$ cat src/rtl/mw_time_loader_if.sv
// mw_time_loader_if: keypad/counter-chain bus for the mm:ss time loader
interface mw_time_loader_if;
  logic       digit_valid;
  logic [3:0] digit;
  logic       start;
  logic       stop_clear;
  logic       counter_tc;
  logic       loadn;
  logic       en;
  logic [3:0] data_min_tens;
  logic [3:0] data_min_ones;
  logic [3:0] data_sec_tens;
  logic [3:0] data_sec_ones;
  logic [2:0] n_digits;
  logic       busy;
  logic       done;
  logic       err;
  modport master (
    output digit_valid, digit, start, stop_clear, counter_tc,
    input  loadn, en, data_min_tens, data_min_ones, data_sec_tens, data_sec_ones,
           n_digits, busy, done, err
  );
  modport slave (
    input  digit_valid, digit, start, stop_clear, counter_tc,
    output loadn, en, data_min_tens, data_min_ones, data_sec_tens, data_sec_ones,
           n_digits, busy, done, err
  );
endinterface

$ cat src/rtl/mw_time_loader.sv
// mw_time_loader: keypad digit entry, one-shot load and run/pause control of a BCD mm:ss countdown
module mw_time_loader #(
  parameter int MAX_SEC_TENS = 5
) (
  input logic              clk,
  input logic              clrn,
  mw_time_loader_if.slave  bus
);
  typedef enum logic [2:0] {IDLE, ENTRY, LOAD, RUN, PAUSE} state_t;
  state_t      state_q, state_d;
  logic [15:0] buf_q, buf_d;
  logic [2:0]  n_q, n_d;
  logic        done_q, done_d, err_q, err_d;
  always_comb begin
    state_d = state_q;
    buf_d   = buf_q;
    n_d     = n_q;
    done_d  = 1'b0;
    err_d   = 1'b0;
    case (state_q)
      IDLE, ENTRY: begin
        if (bus.stop_clear) begin
          state_d = IDLE;
          buf_d   = '0;
          n_d     = '0;
        end else if (bus.start) begin
          // start from IDLE or with an all-zero buffer does nothing
          if (state_q == ENTRY && buf_q != '0) begin
            if (buf_q[7:4] > 4'(MAX_SEC_TENS)) begin
              err_d   = 1'b1;
              buf_d   = '0;
              n_d     = '0;
              state_d = IDLE;
            end else begin
              state_d = LOAD;
            end
          end
        end else if (bus.digit_valid && bus.digit <= 4'd9 && n_q < 3'd4) begin
          buf_d   = {buf_q[11:0], bus.digit};
          n_d     = n_q + 3'd1;
          state_d = ENTRY;
        end
      end
      LOAD: state_d = RUN;
      RUN: begin
        if (bus.counter_tc) begin
          done_d  = 1'b1;
          buf_d   = '0;
          n_d     = '0;
          state_d = IDLE;
        end else if (bus.stop_clear) begin
          state_d = PAUSE;
        end
      end
      PAUSE: begin
        if (bus.stop_clear) begin
          buf_d   = '0;
          n_d     = '0;
          state_d = IDLE;
        end else if (bus.start) begin
          state_d = RUN;
        end
      end
      default: state_d = IDLE;
    endcase
  end
  always_ff @(posedge clk) begin
    if (!clrn) begin
      state_q <= IDLE;
      buf_q   <= '0;
      n_q     <= '0;
      done_q  <= 1'b0;
      err_q   <= 1'b0;
    end else begin
      state_q <= state_d;
      buf_q   <= buf_d;
      n_q     <= n_d;
      done_q  <= done_d;
      err_q   <= err_d;
    end
  end
  assign bus.loadn = state_q != LOAD;
  assign bus.en    = state_q == RUN;
  assign bus.busy  = state_q == LOAD || state_q == RUN || state_q == PAUSE;
  assign {bus.data_min_tens, bus.data_min_ones, bus.data_sec_tens, bus.data_sec_ones} = buf_q;
  assign bus.n_digits = n_q;
  assign bus.done     = done_q;
  assign bus.err      = err_q;
endmodule
$ cat src/flat_wrapper.sv
// flat-port wrapper written by rule: the top's interface ports become plain ports
module mw_time_loader_flat 
#(
  parameter int MAX_SEC_TENS = 5
)
  (clk, clrn, bus_digit_valid, bus_digit, bus_start, bus_stop_clear, bus_counter_tc, bus_loadn, bus_en, bus_data_min_tens, bus_data_min_ones, bus_data_sec_tens, bus_data_sec_ones, bus_n_digits, bus_busy, bus_done, bus_err);
  mw_time_loader_if bus_i ();
  input logic clk;
  input logic clrn;
  input wire logic [$bits(bus_i.digit_valid)-1:0] bus_digit_valid;
  input wire logic [$bits(bus_i.digit)-1:0] bus_digit;
  input wire logic [$bits(bus_i.start)-1:0] bus_start;
  input wire logic [$bits(bus_i.stop_clear)-1:0] bus_stop_clear;
  input wire logic [$bits(bus_i.counter_tc)-1:0] bus_counter_tc;
  output wire logic [$bits(bus_i.loadn)-1:0] bus_loadn;
  output wire logic [$bits(bus_i.en)-1:0] bus_en;
  output wire logic [$bits(bus_i.data_min_tens)-1:0] bus_data_min_tens;
  output wire logic [$bits(bus_i.data_min_ones)-1:0] bus_data_min_ones;
  output wire logic [$bits(bus_i.data_sec_tens)-1:0] bus_data_sec_tens;
  output wire logic [$bits(bus_i.data_sec_ones)-1:0] bus_data_sec_ones;
  output wire logic [$bits(bus_i.n_digits)-1:0] bus_n_digits;
  output wire logic [$bits(bus_i.busy)-1:0] bus_busy;
  output wire logic [$bits(bus_i.done)-1:0] bus_done;
  output wire logic [$bits(bus_i.err)-1:0] bus_err;
  assign bus_i.digit_valid = bus_digit_valid;
  assign bus_i.digit = bus_digit;
  assign bus_i.start = bus_start;
  assign bus_i.stop_clear = bus_stop_clear;
  assign bus_i.counter_tc = bus_counter_tc;
  assign bus_loadn = bus_i.loadn;
  assign bus_en = bus_i.en;
  assign bus_data_min_tens = bus_i.data_min_tens;
  assign bus_data_min_ones = bus_i.data_min_ones;
  assign bus_data_sec_tens = bus_i.data_sec_tens;
  assign bus_data_sec_ones = bus_i.data_sec_ones;
  assign bus_n_digits = bus_i.n_digits;
  assign bus_busy = bus_i.busy;
  assign bus_done = bus_i.done;
  assign bus_err = bus_i.err;
  mw_time_loader #(.MAX_SEC_TENS(MAX_SEC_TENS)) u_core (.clk(clk), .clrn(clrn), .bus(bus_i));
endmodule
$ cat config.mk
export PLATFORM = sky130hd
export DESIGN_NAME = mw_time_loader_flat
export DESIGN_NICKNAME = d
export VERILOG_FILES = /design/src/rtl/mw_time_loader_if.sv /design/src/rtl/mw_time_loader.sv /design/src/flat_wrapper.sv
export SDC_FILE = /design/constraint.sdc
export NUM_CORES = 1
export LEC_CHECK = 0
export BUFFER_PORTS_ARGS = -buffer_cell sky130_fd_sc_hd__clkbuf_2
export CORE_MARGIN = 2
export CORE_UTILIZATION = 35
export CTS_BUF_LIST = sky130_fd_sc_hd__clkbuf_2 sky130_fd_sc_hd__clkbuf_4 sky130_fd_sc_hd__clkbuf_8
export CTS_CLUSTER_SIZE = 12
export DETAILED_ROUTE_END_ITERATION = 10
export PLACE_DENSITY = 0.68
export SYNTH_ARGS = -nofsm -noshare
export SYNTH_HDL_FRONTEND = slang
export SYNTH_SLANG_ARGS = --single-unit
$ cat constraint.sdc
create_clock -name clk -period 2.1 [get_ports clk]
set_input_delay 0.42 -clock clk [delete_from_list [all_inputs] [get_ports clk]]
set_output_delay 0.42 -clock clk [all_outputs]
set_load 0.01 [all_outputs]
==> impl_results.rst <==
.. list-table::
   :header-rows: 1

   * - Metric
     - Value
   * - Final hold violations
     - 0
   * - Number of antenna-violating nets in the routed design
     - 0
   * - First-iteration detailed-routing DRC count
     - 66
   * - Sequential cell area fraction in the yosys report
     - 0.407
   * - Proportion of layout cells with a drive suffix above 1
     - 0.270
   * - Antenna violations before repair
     - 0
   * - Remaining max-slew budget at the tightest pin
     - 0.744
   * - Worst Hold Path EP
     - u_core.buf_q[0]$_SDFFE_PN0P_
   * - First-pass GRT wire length
     - around 4400 um
   * - Ratio of total power to cell area
     - roughly 680 mW/mm2
   * - Placer's final routability congestion estimate
     - ~0.81
   * - Number of nets at the end of the flow
     - 186
   * - Kind of capture point of the worst setup path
     - primary output
   * - Setup slack of the worst register-to-register path
     - around 0.33 ns
   * - Crit Reg-Reg Endpoint
     - u_core.buf_q[1]$_SDFFE_PN0P_
   * - Cell depth of the worst hold path
     - 3
   * - Via density per instance
     - slightly above 5
   * - Arrival time at the worst endpoint
     - between 1.5 and 2 ns
   * - Resized cells post-CTS
     - 0
   * - TritonCTS buffer count
     - 3
   * - Remaining global-route overflow
     - 0
   * - Count of pins over their slew limit
     - 0
   * - Number of max-capacitance violations reported
     - 0
   * - Register bit total from synthesis
     - 24
   * - Final HPWL from detailed placement
     - 1950 um
   * - Design Power
     - slightly below 0.001 W
   * - Minimum clock period
     - 1.94 ns
   * - Drt drc
     - 0
   * - Combined area of all synthesized cells
     - ~0.0012 mm2
   * - Mean post-synth cell area
     - 8.15 um2
   * - Net count of the mapped netlist
     - between 150 and 200
   * - Largest vdd supply drop
     - roughly 420 uV
   * - H-Tree Depth
     - 1
   * - Worst Reg2Reg Path Length in Cells
     - 6
   * - Path type of the worst setup path
     - flip-flop to primary output
   * - Count of input and output buffers
     - 33
   * - Clock slew seen by the registers of the worst setup and hold paths
     - ~0.14 ns
   * - Clk root buf
     - sky130_fd_sc_hd__clkbuf_4
   * - RSZ-0062 raised after global routing
     - no
   * - Wire length per cell
     - 12.4 um
   * - Required time at the worst-slack endpoint
     - between 1.5 and 2 ns
   * - Ports placed on the boundary
     - 34
   * - Post-Synthesis Cells
     - 145
   * - Period utilization
     - 0.925
   * - Clk sink count
     - 24
   * - TritonCTS clock tree
     - done
   * - Hold Crit Start
     - bus_digit[0]
   * - Vias post-DR
     - approximately 1100
   * - LEAKAGE
     - around 0.57 nW
   * - Reg2Reg Launch Point
     - u_core.state_q[1]$_SDFFE_PN0P_
   * - Worst Hold Class
     - input port to flip-flop
   * - Postcts setup bufs
     - 0
   * - Overall die height
     - slightly above 60 um
   * - Warnings from Yosys
     - 0
   * - Total die area
     - about 0.0039 mm2
   * - Number of antenna diodes
     - 0
   * - Number of iterations in the first detailed-routing pass
     - 4
   * - Clock Skews
     - between 0.009 and 0.01 ns
   * - Run status
     - completed
   * - Setup_tns
     - 0 ns
   * - Source-to-sink clock delay at the later pin of the worst-skew pair
     - between 0.3 and 0.4 ns
   * - Total routed wirelength
     - 2740 um
   * - Starting density of the core
     - 0.360
   * - Kind of launch point of the worst setup path
     - flip-flop
   * - Final Core Density
     - 0.437
   * - Worst Max-Slew Pin Slew
     - between 0.3 and 0.4 ns
   * - Area of the core
     - ~0.0033 mm2
   * - Synth unique cells
     - 40
   * - Cts-stage hold buffer count
     - 0
   * - Synthesis-to-finish area growth
     - 21.5%
   * - Via count of the first global-routing pass
     - between 900 and 1000
   * - Row count
     - 21
   * - Buffer levels on the longest clock path
     - 2
   * - Die width
     - just over 60 um
   * - Largest net degree at the start of global routing
     - 36
   * - Critical path peak fanout
     - 13
   * - Achievable Freq
     - 515 MHz
   * - Setup-failing EPs final
     - 0
   * - Global-route total usage across every layer
     - 0.153
[report_power, final]
group	switching (W)	leakage [nW]	internal, W
combinational	0.0000876	0.346	0.0000614
clock	0.000149	0.0279	0.000193
sequential	0.0000166	0.194	0.000465
[kinds of logic (layout without fill, tap and decap cells)]
logic type | count (synthesis) | in the layout | share of synthesized area
fa+ha+maj | 1 | 1 | 0.0106
compound gates | 35 | 35 | 0.201
simple gates | 69 | 69 | 0.303
buf+inv | 14 | 43 | 0.0604
flops | 24 | 24 | 0.407
mux | 2 | 2 | 0.0180
[per-layer routing]
metal	up-vias	GRT usage	part of all wire	wire length, um
li1	577	-	-	-
met1	508	0.217	0.49	1340
met2	27	0.243	0.45	1230
met3	2	0.0373	0.055	150
met4	0	0.0213	0.0058	16
met5	-	0	0	0
[how the worst max path moves through the flow]
stage               slack [ns]  cells past startpoint                             end                           start
floorplan                 0.48                      6  u_core.state_q[0]$_SDFFE_PN0P_                       bus_start
global placement          0.39                      6  u_core.state_q[0]$_SDFFE_PN0P_                       bus_start
detailed placement        0.38                      6  u_core.state_q[0]$_SDFFE_PN0P_                    bus_digit[3]
CTS                       0.17                      2                       bus_loadn  u_core.state_q[1]$_SDFFE_PN0P_
global route              0.09                      2                       bus_loadn  u_core.state_q[1]$_SDFFE_PN0P_
finish                    0.16                      2                       bus_loadn  u_core.state_q[1]$_SDFFE_PN0P_
[sequential cells by signal, indices dropped and copies added, names as in the netlist]
register / flops
u_core.buf_q: 16
u_core.bus.done: 1
u_core.bus.err: 1
u_core.bus.n_digits: 3
u_core.state_q: 3
[stage by stage]
step                hold slack, ns  instance area, um2  instances  setup slack [ns]
finish                       0.307                1440        220             0.158
global route                 0.300                1440        220            0.0868
CTS                          0.301                1440        220             0.169
detailed placement           0.472                1380        216             0.384
global placement             0.468                1380        216             0.393
floorplan                    0.492                1180        145             0.483
[area by class of cell]
type	count	area, um2
clock inverter	1	30.0
timing repair buffer	37	208
multi-input combinational	107	629
inverter	2	7.51
sequential	24	480
tap	46	57.6
clock buffer	3	22.5
fill	348	1850
[worst max-delay path, stage by stage, from the launching register on]
cell                       delay [ns]
sky130_fd_sc_hd__dfxtp_1         0.58
sky130_fd_sc_hd__or3b_2          0.48
sky130_fd_sc_hd__clkbuf_2        0.14
[cell usage after synthesis]
cell type / count / area share
sky130_fd_sc_hd__and3b_1: 1 / 0.0074
sky130_fd_sc_hd__o22ai_1: 2 / 0.011
sky130_fd_sc_hd__and2_1: 1 / 0.0053
sky130_fd_sc_hd__clkbuf_2: 1 / 0.0042
sky130_fd_sc_hd__o32ai_1: 1 / 0.0074
sky130_fd_sc_hd__a31oi_1: 1 / 0.0053
sky130_fd_sc_hd__nor4_1: 4 / 0.021
sky130_fd_sc_hd__o21bai_1: 1 / 0.0064
sky130_fd_sc_hd__or3b_1: 1 / 0.0074
sky130_fd_sc_hd__a21oi_1: 2 / 0.0085
sky130_fd_sc_hd__o2111ai_1: 1 / 0.0074
sky130_fd_sc_hd__buf_2: 5 / 0.021
sky130_fd_sc_hd__mux2i_1: 1 / 0.0085
sky130_fd_sc_hd__nand2b_1: 1 / 0.0053
sky130_fd_sc_hd__a21o_1: 1 / 0.0064
sky130_fd_sc_hd__nand3_1: 17 / 0.072
sky130_fd_sc_hd__nand2_1: 26 / 0.083
sky130_fd_sc_hd__mux2_2: 1 / 0.0095
sky130_fd_sc_hd__o21ai_1: 2 / 0.0085
sky130_fd_sc_hd__buf_4: 1 / 0.0064
sky130_fd_sc_hd__nor2_1: 4 / 0.013
sky130_fd_sc_hd__clkbuf_1: 4 / 0.013
sky130_fd_sc_hd__a21boi_0: 2 / 0.013
sky130_fd_sc_hd__a2111oi_0: 1 / 0.0074
sky130_fd_sc_hd__or3b_2: 1 / 0.0074
sky130_fd_sc_hd__a31oi_2: 1 / 0.011
sky130_fd_sc_hd__o21ai_0: 17 / 0.072
sky130_fd_sc_hd__nor3_1: 3 / 0.013
sky130_fd_sc_hd__nand3b_1: 5 / 0.032
sky130_fd_sc_hd__inv_1: 2 / 0.0064
sky130_fd_sc_hd__nand4_1: 1 / 0.0053
sky130_fd_sc_hd__nor2b_1: 2 / 0.011
sky130_fd_sc_hd__nor3b_2: 1 / 0.011
sky130_fd_sc_hd__and3b_4: 1 / 0.011
sky130_fd_sc_hd__a2bb2oi_1: 1 / 0.0074
sky130_fd_sc_hd__buf_6: 1 / 0.0095
sky130_fd_sc_hd__o2bb2ai_1: 1 / 0.0074
sky130_fd_sc_hd__dfxtp_1: 24 / 0.41
sky130_fd_sc_hd__a2111oi_4: 1 / 0.023
sky130_fd_sc_hd__ha_1: 1 / 0.011
[layout by cell type, fill, tap and decap left out, types with 3 or more instances in the layout]
cell,count
sky130_fd_sc_hd__nor3_1,3
sky130_fd_sc_hd__nand3_1,17
sky130_fd_sc_hd__nor4_1,4
sky130_fd_sc_hd__o21ai_0,17
sky130_fd_sc_hd__nor2_1,4
sky130_fd_sc_hd__nand3b_1,5
sky130_fd_sc_hd__buf_4,3
sky130_fd_sc_hd__clkbuf_4,3
sky130_fd_sc_hd__clkbuf_2,33
sky130_fd_sc_hd__dfxtp_1,24
sky130_fd_sc_hd__nand2_1,26
Power figures use the tool's default switching activity.
